--- config.mk ---
export PLATFORM = sky130hd
export DESIGN_NAME = serial_adder
export DESIGN_NICKNAME = d
export VERILOG_FILES = /design/src/rtl/serial_adder.sv
export SDC_FILE = /design/constraint.sdc
export NUM_CORES = 1
export LEC_CHECK = 0
export BUFFER_PORTS_ARGS = -buffer_cell sky130_fd_sc_hd__buf_2
export CAP_MARGIN = 20
export CORE_MARGIN = 2
export CORE_UTILIZATION = 56
export DETAILED_ROUTE_END_ITERATION = 12
export PLACE_DENSITY = 0.89
export SYNTH_ARGS = -nofsm -noshare
export SYNTH_HDL_FRONTEND = slang
export SYNTH_SLANG_ARGS = --single-unit
--- constraint.sdc ---
create_clock -name i_w_clk -period 2.88 [get_ports i_w_clk]
set_input_delay 0.864 -clock i_w_clk [delete_from_list [all_inputs] [get_ports i_w_clk]]
set_output_delay 0.864 -clock i_w_clk [all_outputs]
set_load 0.02 [all_outputs]
--- src/rtl/serial_adder.sv ---
//==============================================================================
// Module   : serial_adder
// Brief    : Digit-serial adder. Sums two WIDTH-bit operands plus carry-in,
//            DIGITS bits per clock, through a chain of DIGITS full-adder cells.
//            The carry is held in a register between steps, and a
//            start/busy/done handshake wraps the operation.
//            Optional subtract mode is enabled by the SERIAL_ADDER_SUB_EN macro.
// Revision : 1.0 - initial release
//==============================================================================
`default_nettype none

module serial_adder #(
  parameter int WIDTH  = 8,
  parameter int DIGITS = 1
) (
  input  logic             i_w_clk,
  input  logic             i_w_reset,
  input  logic             i_w_start,
  input  logic [WIDTH-1:0] i_w_a,
  input  logic [WIDTH-1:0] i_w_b,
  input  logic             i_w_cin,
`ifdef SERIAL_ADDER_SUB_EN
  input  logic             i_w_sub,
`endif
  output logic             o_w_busy,
  output logic             o_w_done,
  output logic [WIDTH-1:0] o_w_s,
  output logic             o_w_cout,
  output logic             o_w_ovf
);

  localparam int c_n_steps = WIDTH / DIGITS;
  localparam int c_cnt_w   = (c_n_steps > 1) ? $clog2(c_n_steps) : 1;
  localparam logic [c_cnt_w-1:0] c_last = c_cnt_w'(c_n_steps - 1);

  // Refuse to elaborate a configuration that cannot be split into whole digits.
  generate
    if (WIDTH < 1 || DIGITS < 1 || (WIDTH % DIGITS) != 0) begin : g_bad_cfg
      $error("serial_adder: WIDTH must be a positive multiple of DIGITS");
    end
  endgenerate

  typedef enum logic [1:0] {
    S_IDLE = 2'd0,
    S_RUN  = 2'd1,
    S_DONE = 2'd2
  } state_t;

  state_t             r_state;
  logic [c_cnt_w-1:0] r_cnt;
  logic               r_carry;
  logic [WIDTH-1:0]   r_a;
  logic [WIDTH-1:0]   r_b;
  logic [WIDTH-1:0]   r_s;
  logic               r_cout;
  logic               r_ovf;
  logic               r_busy;
  logic               r_done;

  logic [WIDTH-1:0]   w_b_load;
  logic               w_cin_load;
  logic [DIGITS:0]    w_c;
  logic [DIGITS-1:0]  w_sum;
  logic [WIDTH-1:0]   w_s_next;

  // Subtraction is A + ~B + ~borrow, so the inversion happens once at capture.
`ifdef SERIAL_ADDER_SUB_EN
  assign w_b_load   = i_w_sub ? ~i_w_b : i_w_b;
  assign w_cin_load = i_w_sub ^ i_w_cin;
`else
  assign w_b_load   = i_w_b;
  assign w_cin_load = i_w_cin;
`endif

  // Ripple chain over the current digit; w_c[0] is the carry saved from the previous step.
  assign w_c[0] = r_carry;
  generate
    for (genvar i = 0; i < DIGITS; i++) begin : g_fa
      assign w_sum[i]   = r_a[i] ^ r_b[i] ^ w_c[i];
      assign w_c[i+1]   = (r_a[i] & r_b[i]) | (w_c[i] & (r_a[i] ^ r_b[i]));
    end
  endgenerate

  // New digit enters at the MSB end so that after N steps the result is aligned.
  generate
    if (WIDTH == DIGITS) begin : g_s_full
      assign w_s_next = w_sum;
    end else begin : g_s_shift
      assign w_s_next = {w_sum, r_s[WIDTH-1:DIGITS]};
    end
  endgenerate

  // Control FSM plus datapath registers; all outputs come straight from registers.
  always_ff @(posedge i_w_clk) begin
    if (i_w_reset) begin
      r_state <= S_IDLE;
      r_cnt   <= '0;
      r_carry <= 1'b0;
      r_a     <= '0;
      r_b     <= '0;
      r_s     <= '0;
      r_cout  <= 1'b0;
      r_ovf   <= 1'b0;
      r_busy  <= 1'b0;
      r_done  <= 1'b0;
    end else begin
      case (r_state)
        S_IDLE, S_DONE: begin
          r_done <= 1'b0;
          if (i_w_start) begin
            r_a     <= i_w_a;
            r_b     <= w_b_load;
            r_carry <= w_cin_load;
            r_cnt   <= '0;
            r_busy  <= 1'b1;
            r_state <= S_RUN;
          end else begin
            r_state <= S_IDLE;
          end
        end
        S_RUN: begin
          r_a     <= r_a >> DIGITS;
          r_b     <= r_b >> DIGITS;
          r_s     <= w_s_next;
          r_carry <= w_c[DIGITS];
          r_cnt   <= r_cnt + 1'b1;
          if (r_cnt == c_last) begin
            // The MSB sits in the top cell of the final digit.
            r_cout  <= w_c[DIGITS];
            r_ovf   <= w_c[DIGITS-1] ^ w_c[DIGITS];
            r_busy  <= 1'b0;
            r_done  <= 1'b1;
            r_state <= S_DONE;
          end
        end
        default: begin
          r_busy  <= 1'b0;
          r_done  <= 1'b0;
          r_state <= S_IDLE;
        end
      endcase
    end
  end

  assign o_w_busy = r_busy;
  assign o_w_done = r_done;
  assign o_w_s    = r_s;
  assign o_w_cout = r_cout;
  assign o_w_ovf  = r_ovf;

endmodule

`default_nettype wire

==> flow_summary.ini <==
[timing]
slew_viol_final = 0
fmax_ghz = 0.5770
min_period_ns = 1.733
setup_viol = 0
hold_violations = 0
worstMarginPinSlew_ns = 0.7232
relSlewSlack_pct = 51.79
fin_skew_ns = 0.003866
setup_slack_ns = 1.147
fin_tns_setup_ns = 0
period_share_pct = 60.18
rsz0062_at_grt = no

[run]
drv_cap = 0

[logic_synthesis]
synth_ff_type = dfxtp_1
yosysTopAreaCellShare_pct = 47.47
synth.most_common_cell = nand2_1
ys_types = 21
syn_nets = 193
synth-edff-count = 0
synthCells = 170
yosysSeqAreaShare_pct = 47.47
syn_area_per_cell_um2 = 8.435
netlist_top_cells_count = nand2_1 (51), dfxtp_1 (34), nor2_1 (18)
async_reset_ff_share_pct = 0
yosys-top-cells-area = dfxtp_1 (47%), nand2_1 (13%), a311oi_2 (7.3%), a21oi_1 (5.9%), a311oi_1 (5.5%)
netlist_area_um2 = 1434
yosysWarnings = 0
synth-seq-cells = 34
yosys.area.top_type = dfxtp_1

[pwr]
combPwrFrac_pct = 13.3
ir_drop_v = 0.0003664
switching_power_mw = 0.2516
power.density_nw_per_um2 = 589.6
p_seq_share_pct = 53.5
p_clk_share_pct = 33.2
p_leak_nw = 0.6751
internal-power_mw = 0.7142
p_sw_share_pct = 26.05

[global_routing]
grt.total_usage_pct = 21.17
grt_pass1_vias = 1108
grt_overflow = 0
grt_pass1_wl_mm = 4.319
antenna_found_initial = 0
grt_max_degree = 39

[clocking]
cts_tree = yes
cts_made_buffers = 5
cts_root_buffer = clkbuf_4
cts_resized = 0
cts_htree_levels = 2
postCtsSetupBuffers = 0
cts_buffer_depth = 2
clk_pin_slew_ns = 0.10
cts_hold_buf = 0
clk_latency_ns = 0.34
clock-sinks = 34

[die]
pin_count = 32
fp.dieW_um = 54.60
die_h_um = 54.60
dieArea_um2 = 2981
core-area_um2 = 2455
rows = 18
initial_core_util_pct = 58.41

[setup_path]
cpPeakStageDelay_ns = 0.36
worstSetupPathType = reg -> out
crit_family = flip-flops
worst-r2r-setup-slack_ns = 1.34
required_ns = 2.02
cp.buffers_inverters = 1
crit_chain = buf_2
start_kind = register
worst_path_max_delay_cell = dfxtp_1
worstSetupEndpointType = output pin
arrival_ns = 0.87
crit_path_max_fanout = 3

[routing]
drtIter0Drc = 15
drc = 0
ant_nets = 0
wl_per_cell_um = 12.70
totalWireLength_mm = 2.883
first_pass_iters = 5
routed_via_density = 5.511
via_count = 1251

[status]
outcome = finished clean

[layout]
syn2layout_area_growth_pct = 14.22
final_nets = 219
drive_gt1_share_pct = 24.37
n_antenna_cell = 0

[placed_design]
place_hpwl_mm = 2.001
gp_congestion = 0.7088
port_buffers = 31
preCtsSetupSlack_ns = 0.8459

[hold_path]
worstHoldPathType = reg -> reg
==> layout by cell type, fill, tap and decap left out <==
master / synthesis / layout
buf_2: 6 / 31
nor3_1: 2 / 2
a311oi_2: 7 / 7
o21ai_0: 1 / 1
nand2b_1: 3 / 3
clkbuf_8: 0 / 3
a311oi_1: 9 / 9
nor2_1: 18 / 18
ha_1: 2 / 2
nor2b_1: 1 / 1
and2b_1: 1 / 1
xnor2_1: 1 / 1
fa_1: 1 / 1
nand3_1: 6 / 6
dfxtp_1: 34 / 34
buf_4: 2 / 2
clkbuf_4: 0 / 5
nand2_1: 51 / 51
a21oi_1: 17 / 17
inv_1: 1 / 1
o21bai_1: 1 / 1
==> state kept, by name (all words and copies together) (netlist names) <==
| name | count |
|---|---|
| o_w_busy | 1 |
| o_w_cout | 1 |
| o_w_done | 1 |
| o_w_ovf | 1 |
| o_w_s | 8 |
| r_a | 8 |
| r_b | 8 |
| r_carry | 1 |
| r_cnt | 3 |
| r_state | 2 |
==> per-layer routing <==
layer / GRT usage (%) / wire (um) / vias up
met5: 0 / 0 / -
met4: 13.33 / 67 / 0
met3: 7.650 / 154 / 8
met2: 36.11 / 1460 / 36
met1: 21.72 / 1201 / 578
li1: - / - / 629
==> power groups by stage <==
stage          logic, mW  clock network (mW)  registers [mW]
6_report           0.128               0.320           0.517
5_1_grt            0.142               0.345           0.520
4_1_cts            0.128               0.328           0.517
3_5_place_dp       0.128                   0           0.527
3_3_place_gp       0.120                   0           0.526
2_1_floorplan     0.0992                   0           0.527
==> per-stage QoR <==
stage / total power, mW / instance area (um2) / instances / util, % / hold WS, ns
detailed placement: 0.6549 / 1559 / 219 / 63.51 / 0.4571
CTS: 0.9728 / 1638 / 227 / 66.72 / 0.4708
global route: 1.007 / 1638 / 227 / 66.72 / 0.4945
finish: 0.9657 / 1638 / 227 / 66.72 / 0.4656
global placement: 0.6453 / 1559 / 219 / 63.51 / 0.4422
floorplan: 0.6259 / 1434 / 170 / - / 0.4483
==> worst register-to-register path: cells and delay by family (launching register included) <==
family / cells / cell delay, ns
buffers and inverters: 1 / 0.43
AND/OR/NAND/NOR: 2 / 0.42
flip-flops: 1 / 0.35
AO/OA/AOI/OAI: 1 / 0.26
==> worst paths after layout <==
kind                   start       end  cells past startpoint
setup / recovery    o_w_s[2]  o_w_s[2]                      1
hold / removal      o_w_s[0]  o_w_s[0]                      2
setup reg to reg  r_state[1]    r_b[6]                      4
hold reg to reg     o_w_s[0]  o_w_s[0]                      2
==> area by class of cell <==
type                    instances  area (um2)
fillers                       203       817.0
clock buffers                   8       78.83
multi-input cells             121       666.9
inverters                       1       3.754
well taps                      30       37.54
repair buffers                 33       170.2
flip-flops and latches         34       680.7
==> cell families after synthesis <==
family | count (synthesis) | synth area share, %
AND/OR/NAND/NOR | 82 | 23.12
AO/OA/AOI/OAI | 35 | 19.63
flip-flops | 34 | 47.47
buffers and inverters | 15 | 6.020
adder cells (fa/ha/maj) | 3 | 3.141
XOR/XNOR | 1 | 0.6109
Power figures use the tool's default switching activity.
